File: config.mk
export PLATFORM = sky130hd
export DESIGN_NAME = braille_stream_codec
export DESIGN_NICKNAME = d
export VERILOG_FILES = /design/src/rtl/braille_stream_codec.sv
export SDC_FILE = /design/constraint.sdc
export NUM_CORES = 1
export LEC_CHECK = 0
export CORE_AREA = 2 2 114 116
export DETAILED_ROUTE_END_ITERATION = 8
export DIE_AREA = 0 0 116 118
export SLEW_MARGIN = 40
export SYNTH_ARGS = -nofsm -noshare
export SYNTH_HDL_FRONTEND = slang
export SYNTH_SLANG_ARGS = --single-unit
File: constraint.sdc
create_clock -name clk -period 1.9 [get_ports clk]
set_input_delay 0.38 -clock clk [delete_from_list [all_inputs] [get_ports clk]]
set_output_delay 0.38 -clock clk [all_outputs]
set_load 0.05 [all_outputs]
File: src/rtl/braille_stream_codec.sv
// rtl/braille_stream_codec.sv - character-serial bidirectional Braille codec with output FIFO
module braille_stream_codec #(
  parameter int FIFO_DEPTH = 4,
  parameter int ERR_W      = 8
) (
  input  logic             clk,
  input  logic             rst_n,
  input  logic             mode,
  input  logic             in_valid,
  output logic             in_ready,
  input  logic [7:0]       in_data,
  output logic             out_valid,
  input  logic             out_ready,
  output logic [7:0]       out_data,
  output logic             out_err,
  output logic             busy,
  output logic [ERR_W-1:0] err_cnt
);
  localparam int AW = (FIFO_DEPTH > 1) ? $clog2(FIFO_DEPTH) : 1;

  localparam logic [5:0] CELL_CAP    = 6'b000001;
  localparam logic [5:0] CELL_NUM    = 6'b001111;
  localparam logic [5:0] CELL_LET    = 6'b000011;
  localparam logic [5:0] CELL_SPACE  = 6'b000000;
  localparam logic [5:0] CELL_PERIOD = 6'b010011;
  localparam logic [5:0] CELL_COMMA  = 6'b010000;

  typedef enum logic [1:0] {IDLE, EMIT_PRE, EMIT_MAIN} state_t;

  state_t state, state_nxt;

  // Letter cells a..z; digits 1..9,0 reuse indices 0..9
  function automatic logic [5:0] letter_cell(input logic [7:0] idx);
    case (idx)
      8'd0:    letter_cell = 6'b100000;
      8'd1:    letter_cell = 6'b110000;
      8'd2:    letter_cell = 6'b100100;
      8'd3:    letter_cell = 6'b100110;
      8'd4:    letter_cell = 6'b100010;
      8'd5:    letter_cell = 6'b110100;
      8'd6:    letter_cell = 6'b110110;
      8'd7:    letter_cell = 6'b110010;
      8'd8:    letter_cell = 6'b010100;
      8'd9:    letter_cell = 6'b010110;
      8'd10:   letter_cell = 6'b101000;
      8'd11:   letter_cell = 6'b111000;
      8'd12:   letter_cell = 6'b101100;
      8'd13:   letter_cell = 6'b101110;
      8'd14:   letter_cell = 6'b101010;
      8'd15:   letter_cell = 6'b111100;
      8'd16:   letter_cell = 6'b111110;
      8'd17:   letter_cell = 6'b111010;
      8'd18:   letter_cell = 6'b011100;
      8'd19:   letter_cell = 6'b011110;
      8'd20:   letter_cell = 6'b101001;
      8'd21:   letter_cell = 6'b111001;
      8'd22:   letter_cell = 6'b010111;
      8'd23:   letter_cell = 6'b101101;
      8'd24:   letter_cell = 6'b101111;
      8'd25:   letter_cell = 6'b101011;
      default: letter_cell = 6'b000000;
    endcase
  endfunction

  logic             num_run, cap_pend, last_mode;
  logic             ctx_num, ctx_cap;
  logic [7:0]       idx;
  logic             lhit;
  logic [7:0]       lidx;
  logic             d_pre, d_out, d_err, d_num, d_cap;
  logic [5:0]       d_pre_cell;
  logic [7:0]       d_main;
  logic [5:0]       pre_cell;
  logic [7:0]       main_data;
  logic             main_err;
  logic             full, empty, core_ready, accept, push, pop;
  logic [8:0]       push_entry;
  logic [8:0]       mem [FIFO_DEPTH];
  logic [AW-1:0]    wr_ptr, rd_ptr;
  logic [AW:0]      count;

  // Reverse lookup of the incoming cell in the letter table
  always_comb begin
    lhit = 1'b0;
    lidx = 8'd0;
    for (int i = 0; i < 26; i++) begin
      if (letter_cell(8'(i)) == in_data[5:0]) begin
        lhit = 1'b1;
        lidx = 8'(i);
      end
    end
  end

  // Translate one symbol: optional prefix, optional main entry, next context
  always_comb begin
    ctx_num    = (mode == last_mode) && num_run;
    ctx_cap    = (mode == last_mode) && cap_pend;
    d_pre      = 1'b0;
    d_pre_cell = 6'b000000;
    d_out      = 1'b0;
    d_main     = 8'h00;
    d_err      = 1'b0;
    d_num      = ctx_num;
    d_cap      = ctx_cap;
    idx        = 8'd0;
    if (!mode) begin
      d_out = 1'b1;
      d_num = 1'b0;
      if (in_data >= 8'h61 && in_data <= 8'h7a) begin
        idx    = in_data - 8'h61;
        d_main = {2'b00, letter_cell(idx)};
        if (ctx_num && idx < 8'd10) begin
          d_pre      = 1'b1;
          d_pre_cell = CELL_LET;
        end
      end else if (in_data >= 8'h41 && in_data <= 8'h5a) begin
        idx        = in_data - 8'h41;
        d_main     = {2'b00, letter_cell(idx)};
        d_pre      = 1'b1;
        d_pre_cell = CELL_CAP;
      end else if (in_data >= 8'h30 && in_data <= 8'h39) begin
        idx    = (in_data == 8'h30) ? 8'd9 : in_data - 8'h31;
        d_main = {2'b00, letter_cell(idx)};
        d_num  = 1'b1;
        if (!ctx_num) begin
          d_pre      = 1'b1;
          d_pre_cell = CELL_NUM;
        end
      end else if (in_data == 8'h20) begin
        d_main = {2'b00, CELL_SPACE};
      end else if (in_data == 8'h2e) begin
        d_main = {2'b00, CELL_PERIOD};
      end else if (in_data == 8'h2c) begin
        d_main = {2'b00, CELL_COMMA};
      end else begin
        d_main = 8'h00;
        d_err  = 1'b1;
      end
    end else begin
      d_cap = 1'b0;
      case (in_data[5:0])
        CELL_CAP:    d_cap = 1'b1;
        CELL_NUM:    d_num = 1'b1;
        CELL_LET:    d_num = 1'b0;
        CELL_SPACE: begin
          d_out  = 1'b1;
          d_main = 8'h20;
          d_num  = 1'b0;
        end
        CELL_PERIOD: begin
          d_out  = 1'b1;
          d_main = 8'h2e;
        end
        CELL_COMMA: begin
          d_out  = 1'b1;
          d_main = 8'h2c;
        end
        default: begin
          d_out = 1'b1;
          if (lhit) begin
            if (ctx_num && lidx < 8'd10)
              d_main = (lidx == 8'd9) ? 8'h30 : 8'h31 + lidx;
            else
              d_main = (ctx_cap ? 8'h41 : 8'h61) + lidx;
          end else begin
            d_main = 8'h3f;
            d_err  = 1'b1;
            d_num  = 1'b0;
          end
        end
      endcase
    end
  end

  assign core_ready = (state == IDLE) || ((state == EMIT_MAIN) && !full);
  assign in_ready   = rst_n && core_ready;
  assign accept     = in_valid && in_ready;

  // State register
  always_ff @(posedge clk or negedge rst_n) begin
    if (!rst_n) state <= IDLE;
    else        state <= state_nxt;
  end

  // Next state and FIFO push selection; an EMIT state holds while the FIFO is full
  always_comb begin
    state_nxt  = state;
    push       = 1'b0;
    push_entry = {3'b000, pre_cell};
    case (state)
      IDLE: begin
        if (accept) state_nxt = d_pre ? EMIT_PRE : (d_out ? EMIT_MAIN : IDLE);
      end
      EMIT_PRE: begin
        if (!full) begin
          push      = 1'b1;
          state_nxt = EMIT_MAIN;
        end
      end
      EMIT_MAIN: begin
        if (!full) begin
          push       = 1'b1;
          push_entry = {main_err, main_data};
          if (accept) state_nxt = d_pre ? EMIT_PRE : (d_out ? EMIT_MAIN : IDLE);
          else        state_nxt = IDLE;
        end
      end
      default: state_nxt = IDLE;
    endcase
  end

  // Capture the translated symbol and the updated context on accept
  always_ff @(posedge clk or negedge rst_n) begin
    if (!rst_n) begin
      pre_cell  <= 6'b000000;
      main_data <= 8'h00;
      main_err  <= 1'b0;
      num_run   <= 1'b0;
      cap_pend  <= 1'b0;
      last_mode <= 1'b0;
    end else if (accept) begin
      pre_cell  <= d_pre_cell;
      main_data <= d_main;
      main_err  <= d_err;
      num_run   <= d_num;
      cap_pend  <= d_cap;
      last_mode <= mode;
    end
  end

  assign full  = (count == (AW+1)'(FIFO_DEPTH));
  assign empty = (count == '0);
  assign pop   = !empty && out_ready;

  // FIFO storage; validity is tracked by count so storage needs no reset
  always_ff @(posedge clk) begin
    if (push) mem[wr_ptr] <= push_entry;
  end

  // FIFO pointers and occupancy
  always_ff @(posedge clk or negedge rst_n) begin
    if (!rst_n) begin
      wr_ptr <= '0;
      rd_ptr <= '0;
      count  <= '0;
    end else begin
      if (push) wr_ptr <= wr_ptr + 1'b1;
      if (pop)  rd_ptr <= rd_ptr + 1'b1;
      case ({push, pop})
        2'b10:   count <= count + 1'b1;
        2'b01:   count <= count - 1'b1;
        default: count <= count;
      endcase
    end
  end

  // Saturating count of errored entries pushed
  always_ff @(posedge clk or negedge rst_n) begin
    if (!rst_n)                                 err_cnt <= '0;
    else if (push && push_entry[8] && !(&err_cnt)) err_cnt <= err_cnt + 1'b1;
  end

  assign out_valid = !empty;
  assign out_data  = out_valid ? mem[rd_ptr][7:0] : 8'h00;
  assign out_err   = out_valid && mem[rd_ptr][8];
  assign busy      = (state != IDLE) || !empty;

endmodule
; Yosys cells after proc, flatten, opt, wreduce, memory -nomap -nowiden
; Memories as Yosys holds them, arrays and structs flattened.
; Cells that the tools add are included.
[totals]
elab_cells = 225
mem_bits_ro = 576
in_bits = 13
n_memories = 4
output_inout_bits = 20
reg_bits = 35
ram_bits = 36
[memory_table]
columns = memory, depth, width, rd, rd_clocked_by_memory_dff, wr, line_no
row1 = (name not given), 32, 6, 1, 0, 0, 34  ; case (idx)
row2 = (name not given), 32, 6, 1, 0, 0, 34
row3 = (name not given), 32, 6, 1, 0, 0, 34
row4 = mem, 4, 9, 1, 0, 1, 78  ; logic [8:0] mem [FIFO_DEPTH];
[op_classes]
n_addsub = 10
reduce_logical = 34
n_mux = 113
magnitude_cmp = 8
n_eq_ne = 45
[ops]
columns = op, n
row1 = 2-to-1 mux 8 bit, 29
row2 = equality test 6 bit (first input constant), 21
row3 = 2-to-1 mux 1 bit, 55
row4 = 2-to-1 mux 6 bit, 9
row5 = equality test 8 x 6 -> 1 bit (second input constant), 4
row6 = one-hot mux 8 bit (4 select lines), 1
row7 = equality test 5 x 6 -> 1 bit (first input constant), 5
row8 = 2-to-1 mux 9 bit, 2
row9 = >= comparator 8 x 7 -> 1 bit (second input constant), 2
row10 = less-or-equal comparator 8 x 7 -> 1 bit (second input constant), 2
row11 = < comparator 8 x 4 -> 1 bit (second input constant), 2
row12 = 2-to-1 mux 2 bit, 8
row13 = subtractor 8 x 7 -> 8 bit (second input constant), 2
row14 = 2-to-1 mux 5 bit, 3
row15 = logical AND 1 bit, 14
row16 = equality test 6 x 5 -> 1 bit (second input constant), 2
row17 = zero test 3 bit, 4
row18 = 2-to-1 mux 4 bit, 3
row19 = adder 6 x 8 -> 8 bit (first input constant), 1
row20 = adder 7 x 8 -> 8 bit, 1
row21 = adder 8 x 1 -> 8 bit (second input constant), 1
row22 = equality test 8 x 4 -> 1 bit (second input constant), 1
row23 = >= comparator 8 x 6 -> 1 bit (second input constant), 1
row24 = less-or-equal comparator 8 x 6 -> 1 bit (second input constant), 1
row25 = 25 further kinds, 36

; Longest topological paths before layout
; Gate-level depths: netlist (run 1).
[logic_depth]
ltp_word = 32
mapped_depth = 15
mapped_depth_nobuf = 12

; Worst setup path after synthesis (run 1)
; No wires, ideal clock.
[synth_path]
path_kind = input-to-reg
start = input port in_data[0]
end = register main_data[2]
required_ns = 1.817
path_buffers = 3
arrival_time_ns = 2.861
path_slack_ns = -1.044
stages = 14
setup_time_ns = 0.083
cell_sequence = buf_4 clkbuf_1 inv_1 ha_1 buf_2 inv_1 o211ai_1 o32ai_1 o31a_1 ha_1 a21boi_0 and4_1 or4_1 o21ai_0
[synth_via]
elab_chain_len = 32
word_cells_on_any_way = 124
cone_classes = add/sub (5) / order compare (7) / eq/ne (35) / mux (65) / reduce/logical (9) / memory (3)
[synth_lines]
columns = item, line_no
row1 = start: declaration, 11  ; input logic [7:0] in_data,
row2 = equality test 6 bit, 87  ; if (letter_cell(8'(i)) == in_data[5:0]) begin
row3 = 2-to-1 mux 1 bit, 87
row4 = 2-to-1 mux 2 bit, 87
row5 = 2-to-1 mux 8 bit (23 in a row), 87
row6 = adder 6 x 8 -> 8 bit (tied with other cells), 162  ; d_main = (lidx == 8'd9) ? 8'h30 : 8'h31 + lidx;
row7 = 2-to-1 mux 8 bit / logical AND 1 bit (equally long branches), "162, 161"
row8 = 2-to-1 mux 8 bit, 161  ; if (ctx_num && lidx < 8'd10)
row9 = 2-to-1 mux 8 bit, 160  ; if (lhit) begin
row10 = one-hot mux 8 bit (4 select lines), 141  ; case (in_data[5:0])
row11 = 2-to-1 mux 8 bit *, 106  ; if (!mode) begin
row12 = end signal: assignment, 223  ; main_data <= d_main;
row13 = end: declaration, 74  ; logic [7:0] main_data;
; Every way passes the cells marked *; elsewhere a longest branch is shown, timed or not.
; A chain may end at the register's enable or synchronous reset.

; Worst setup path after layout (run 1)
; Ends and elaborated chain as after synthesis.

==> out/results.txt, run 1 <==
CP Cell Sequence: buf_8 > buf_6 > inv_8 > ha_4 > inv_4 > o211ai_1 > o32ai_4 > o31a_1 > ha_2 > a21boi_4 > and4_4 > or4_1 > o21ai_1
top sig layer: met4
Vias: 4,661
die width: 116 µm
Die H: 118 µm
Placer Congestion: 0.886
drt total wl: 14,400 µm
synthesized net count: 546
Startpoint Class: primary input
status: finished with violations
Final setup viols: 25
async set or reset register ratio after synthesis: 47.1%
largest net degree at the start of global routing: 29
crit path buf inv count: 4
Most used DFF post-synth: edfxtp_1
leading cell type in the layout, fill and taps excluded: buf_4
fmax: 432 MHz
clock-pin slew on the worst setup and hold paths: 50 ps
ANT cells: 0
metal2 WL: 7520 µm
All-Layer GR Usage: 21.5%
number of placed I/O pins: 33
CP arrival: 2570 ps
Seq/Total Area, Yosys: 38.3%
relative slew slack: 63.9%
share of the synthesized area in the top cell type: 22.0%
RSZ-0062 raised after global routing: true
Initial Util: 39.6%
Max Transition Viols Final: 0
synthesized flop and latch total: 68
DP Worst Slack: -1250 ps
initial antenna violation count: 0
highest-delay cell along the critical path: or4_1
Die ar.: 13,700 µm²
proportion of layout cells with a drive suffix above 1: 45.7%
port bufs: 32
DRC viols: 0
first-pass GRT wire length: 23,500 µm
PwrDens: 1150 nW/µm²
FF-to-FF setup slack: -120 ps
post-synthesis cell count: 510
Worst EP required: 2150 ps
area grow syn2layout: 52.2%
clock buffer depth: 2
area leader, netlist: edfxtp_1
leakage power: 0.00313 µW
met3 WL: 416 µm
CTS tree: built
Final WS setup: -417 ps
final hold viol count: 0
Worst IR Drop VDD: 0.587 mV
commonest cells after routing, fill and taps aside: buf_4, nand2_1, edfxtp_1
Final ANT Viol Nets: 0
Nets: 720
crit path from: in_data[0]
reg2reg start: state[0]$_DFFE_PN0P_
WHS: 121 ps
clock sinks: 68
R2R cell count: 8
Synth cell types: 78
violated checks: negative setup slack
Num CTS Buffers: 9
number of global-route vias before repair: 4,649
# rows: 41
dpl hpwl: 10,300 µm
worst-path maximum fanout: 4
total iterations of the first detailed-routing run: 5
Avg WL per Cell: 16.7 µm
CP endpoint kind: flip-flop
Root Driver: clkbuf_16
syn avg cell area: 9.64 µm²
later-pin clock latency in the skew report: 330 ps
Final Cycle Share: 122%
met1 wire length: 6090 µm
Synth area leaders: edfxtp_1, dfrtp_1, ha_1
Layout Skew: 8.69 ps
max incr delay on CP: 390 ps
Crit Path Category: primary input to flip-flop
synth warn: 0
Hold WC Path Type: primary input to asynchronous set/reset pin
fillers: 1,024
Final min period: 2320 ps
MaxCap Viol Count: 0
R2R Path End: main_data[2]$_DFFE_PN0P_
kind of cell adding the most delay to the critical path: compound AO/OA/AOI/OAI gates
grt ovf: 0
number of flops mapped to enable cells by yosys: 36
worst-margin pin slew: 537 ps
Synth Cell Area: 4920 µm²
H-tree depth: 3
core box area: 12,400 µm²
via/cell ratio: 5.41
Iter 0 DRT Violations: 317
-- routing by layer --
layer	vias to the layer above	GRT usage, %
met1	2275	26.6
met3	29	2.57
met4	0	7.59
met5	-	0
met2	119	38.0
li1	2238	-
-- cell usage after synthesis, drive strengths merged (10+ instances only) --
cell type	instances
xnor2	14
and2	15
inv	18
a21oi	23
dfrtp	32
ha	22
nor3	10
nand2	49
buf	28
nor2	35
o21ai	26
nand2b	12
edfxtp	36
clkbuf	11
and3	15
-- sequential cells by signal, indices dropped and copies added, names as in the netlist, 2 cells and up --
name / count
wr_ptr: 2
state: 2
mem: 36
pre_cell: 3
main_data: 8
rd_ptr: 2
count: 3
err_cnt: 8
-- where the power goes --
part,internal [µW],switching (µW),total (µW)
clock,1150,615,1770
combinational,2230,2350,4580
sequential,2020,207,2230
-- area by class of cell --
class / count / area [µm²] / area share, %
multi-input combinational: 385 / 3230 / 43.1
inverter: 18 / 80.1 / 1.07
clock inverter: 6 / 90.1 / 1.20
tap: 172 / 215 / 2.88
sequential: 68 / 1880 / 25.2
clock buffer: 10 / 229 / 3.06
timing repair buffer: 202 / 1760 / 23.5
-- stage by stage --
step / total power, µW / utilization (%) / area, µm² / std cells / TNS (ps)
6_report: 8570 / 60.3 / 7480 / 861 / -5460
3_5_place_dp: 6010 / 51.4 / 6390 / 813 / -15450
4_1_cts: 8540 / 58.8 / 7300 / 853 / -5070
3_3_place_gp: 5910 / 51.4 / 6390 / 813 / -14480
5_1_grt: 9030 / 60.3 / 7480 / 861 / -7170
2_1_floorplan: 4640 / - / 5130 / 510 / -5530
-- what timing repair did --
item	4_1_cts	5_1_grt
cloned	1	0
setup buffers	22	10
pin swaps	41	33
gates resized for setup	118	40
hold buffers	1	0
hold endpoints to repair	4	0
endpoints found under the setup margin	32	32
-- cells by family after synthesis --
kind of cell,after synthesis,synth area share (%)
compound gates,136,19.5
xor+xnor,23,4.25
fa+ha+maj,23,6.01
buf+inv,57,5.78
flops,68,38.3
mux,19,6.34
simple gates,184,19.9
-- worst register-to-register path, delay by kind of cell (launching register included) --
family	cells	cell delay, ps
AOI/OAI and AO/OA	2	230
adders and majority gates	1	180
and+or+nand+nor	4	1080
DFF	1	370
buffers and inverters	1	80
-- worst max-delay path by stage --
stage	to	depth (start not counted)
after floorplan	main_data[2]$_DFFE_PN0P_	14
after global placement	main_data[1]$_DFFE_PN0P_	13
after detailed placement	main_data[1]$_DFFE_PN0P_	13
after CTS	main_data[2]$_DFFE_PN0P_	13
after global routing	main_data[2]$_DFFE_PN0P_	13
final	main_data[2]$_DFFE_PN0P_	13
No activity file was read; power rests on OpenSTA's default activity.
==> run 2: changes to the inputs <==
Settings changed: ABC_AREA set to 1, CORE_AREA 2 2 114 116 to 2 2 113 115, DIE_AREA 0 0 116 118 to 0 0 115 117.
==> run 2 against run 1 <==
Net effect: the flow still finishes with violations (negative setup slack); routed wire length rose by 4.3%; synthesized cell count rose by 24%; worst hold slack improved by 370 ps; first-iteration DRC count rose by 18%; sequential power rose by 12%; sequential share of layout area fell by 1.4 points; synthesized area fell by 3.1%; sequential cell count did not move; clock skew fell by 2.1 ps; setup slack improved by 270 ps; largest power group unchanged; highest routed layer unchanged.
==> out/results.txt, run 2 <==
status: finished with violations
violated checks: negative setup slack
core box area: 12,300 µm²
relative slew slack: 61.5%
fillers: 1,038
total iterations of the first detailed-routing run: 4
later-pin clock latency in the skew report: 330 ps
Seq pwr share: 23.1%
Sw Share: 42.0%
M3 GR Usage: 2.94%
Largest register FFs: 36
highest-delay cell along the critical path: ha_4
clock-pin slew on the worst setup and hold paths: 50 ps
Final WS setup: -148 ps
Psw: 4560 µW
PwrDens: 1370 nW/µm²
fmax: 488 MHz
Synth cell types: 48
Final Cycle Share: 108%
CP endpoint kind: flip-flop
worst-margin pin slew: 572 ps
die width: 115 µm
Startpoint Class: primary input
M1 GR Usage: 25.7%
Seq/Total Area, Yosys: 39.5%
number of placed I/O pins: 33
Hold WC Path Type: flip-flop to flip-flop
MaxCap Viol Count: 0
leakage power: 0.00360 µW
Biggest register: mem
Synth area leaders: edfxtp_1, dfrtp_1, nand2_1
area leader, netlist: edfxtp_1
Final Util: 64.4%
syn avg cell area: 7.51 µm²
All-Layer GR Usage: 21.9%
ANT cells: 0
Worst EP required: 2120 ps
async set or reset register ratio after synthesis: 47.1%
area of the multi-input gates: 3340 µm²
grt ovf: 0
Root Driver: clkbuf_16
Num CTS Buffers: 9
number of flops mapped to enable cells by yosys: 36
area grow syn2layout: 66.4%
RSZ-0062 raised after global routing: true
DRC viols: 0
Die ar.: 13,500 µm²
Initial Util: 38.7%
Final min period: 2050 ps
combinational share of power: 61.2%
Crit Path Category: primary input to flip-flop
worst-path maximum fanout: 7
crit path buf inv count: 4
via/cell ratio: 4.95
first-pass GRT wire length: 23,000 µm
Synth Cell Area: 4760 µm²
leading cell type in the layout, fill and taps excluded: buf_4
# rows: 41
share of the synthesized area in the top cell type: 22.7%
synthesized net count: 671
Vias: 4,890
largest net degree at the start of global routing: 33
most instantiated cells after synthesis: nand2_1, nor2_1, inv_1, o21ai_0, a21oi_1
kind of cell adding the most delay to the critical path: simple AND/OR/NAND/NOR gates
initial antenna violation count: 0
Worst IR Drop VDD: 0.623 mV
drt total wl: 15,000 µm
CTS tree: built
CP Cell Sequence: buf_8 > clkinvlp_4 > ha_4 > buf_12 > inv_6 > nor2_4 > nand2_1 > nand2_2 > nor2_4 > nand2_2 > nand2_4 > nand2_4 > o21ai_4 > nand3_2 > nand2_2 > nand3_2 > nand2_1 > nand2_1 > nand2_1 > nand2_1
port bufs: 32
final hold viol count: 0
cell mode on critical path: nand2_1
Final setup viols: 20
most common cell in the netlist: nand2_1
number of global-route vias before repair: 4,821
commonest cells after routing, fill and taps aside: buf_4, nand2_1, inv_1
Placer Congestion: 0.923
post-synthesis cell count: 634
Max Transition Viols Final: 0
synth warn: 0
most used routing layer in global routing: met2
biggest registers after layout: mem x36, err_cnt x8, main_data x8
Sequential Area: 1890 µm²
Avg WL per Cell: 15.2 µm
clock share of power: 15.7%
clock sinks: 68
routing usage on met2: 39.6%
max incr delay on CP: 270 ps
Die H: 117 µm
synthesized flop and latch total: 68
DP Worst Slack: -1060 ps
H-tree depth: 3
Nets: 870
Most used DFF post-synth: edfxtp_1
Cell Int Power: 6280 µW
Final ANT Viol Nets: 0
total power: 10,800 µW
Layout Skew: 6.63 ps
proportion of layout cells with a drive suffix above 1: 48.1%
CP arrival: 2260 ps
dpl hpwl: 10,500 µm
Iter 0 DRT Violations: 374
clock buffer depth: 2
WHS: 495 ps
==> run 2: layout make-up <==
class	instances	share of cell area, %
Multi-Input combinational cell	470	42.1
Sequential cell	68	23.8
Timing Repair Buffer	197	23.2
Inverter	86	4.55
Clock buffer	15	3.50
Tap cell	150	2.37
Clock inverter	1	0.379
Timing Repair inverter	1	0.111
==> run 2: layer usage <==
metal	up-vias	part of all wire, %
met4	0	2.7
met5	-	0
met1	2308	41
li1	2466	-
met3	26	2.1
met2	90	55
==> run 2: worst reg2reg max path, cell delays in order (launching register included) <==
cell and delay (ps):
dfrtp_1 390, nor2_2 160, nand2_2 110, inv_2 90, nor2_4 50, o21a_4 200
nand2_4 140, clkinvlp_4 120, buf_4 150, or2_2 280, inv_1 70, a21oi_2 30
==> run 2: power groups by stage <==
stage	clock network [µW]	registers (µW)	logic, µW
final	1700	2500	6630
after global routing	1790	2550	7100
after CTS	1720	2440	5560
after detailed placement	0	2430	5110
after global placement	0	2410	5030
after floorplan	0	2490	2910
==> run 2: stage by stage <==
stage	cells	TNS (ps)	area [µm²]
6_report	988	-1750	7930
4_1_cts	971	-474	7240
3_5_place_dp	941	-12940	6510
2_1_floorplan	634	-1150	4950
5_1_grt	988	-3770	7930
3_3_place_gp	941	-12670	6510
==> run 2: logic make-up (layout without fill, tap and decap cells) <==
logic type,count (synthesis),after routing,synth area share [%]
buffers and inverters,96,300,8.07
xor gates and xnor gates,16,16,2.94
and+or+nand+nor,320,320,30.0
DFF,68,68,39.5
adders and majority gates,24,24,6.46
AOI/OAI and AO/OA,110,110,13.0
==> run 2: worst paths after layout <==
path | cells after the start | slack [ps] | end | start
max in group asynchronous | 2 | 1050 | rd_ptr[0]$_DFFE_PN0P_ | rst_n
worst min register to register | 2 | 490 | main_data[7]$_DFFE_PN0P_ | main_data[7]$_DFFE_PN0P_
worst max-delay path | 20 | -150 | main_data[5]$_DFFE_PN0P_ | in_data[0]
worst min-delay path | 2 | 490 | main_data[7]$_DFFE_PN0P_ | main_data[7]$_DFFE_PN0P_
min in group asynchronous | 2 | 520 | err_cnt[7]$_DFFE_PN0P_ | rst_n
worst max register to register | 11 | 10 | main_data[1]$_DFFE_PN0P_ | count[0]$_DFFE_PN0P_
==> run 2: what timing repair did <==
action,CTS,global route
setup endpoints to repair,34,34
gates cloned,1,5
gates resized for setup,121,115
pin swaps,50,58
hold buffers,0,0
buffers inserted,13,12
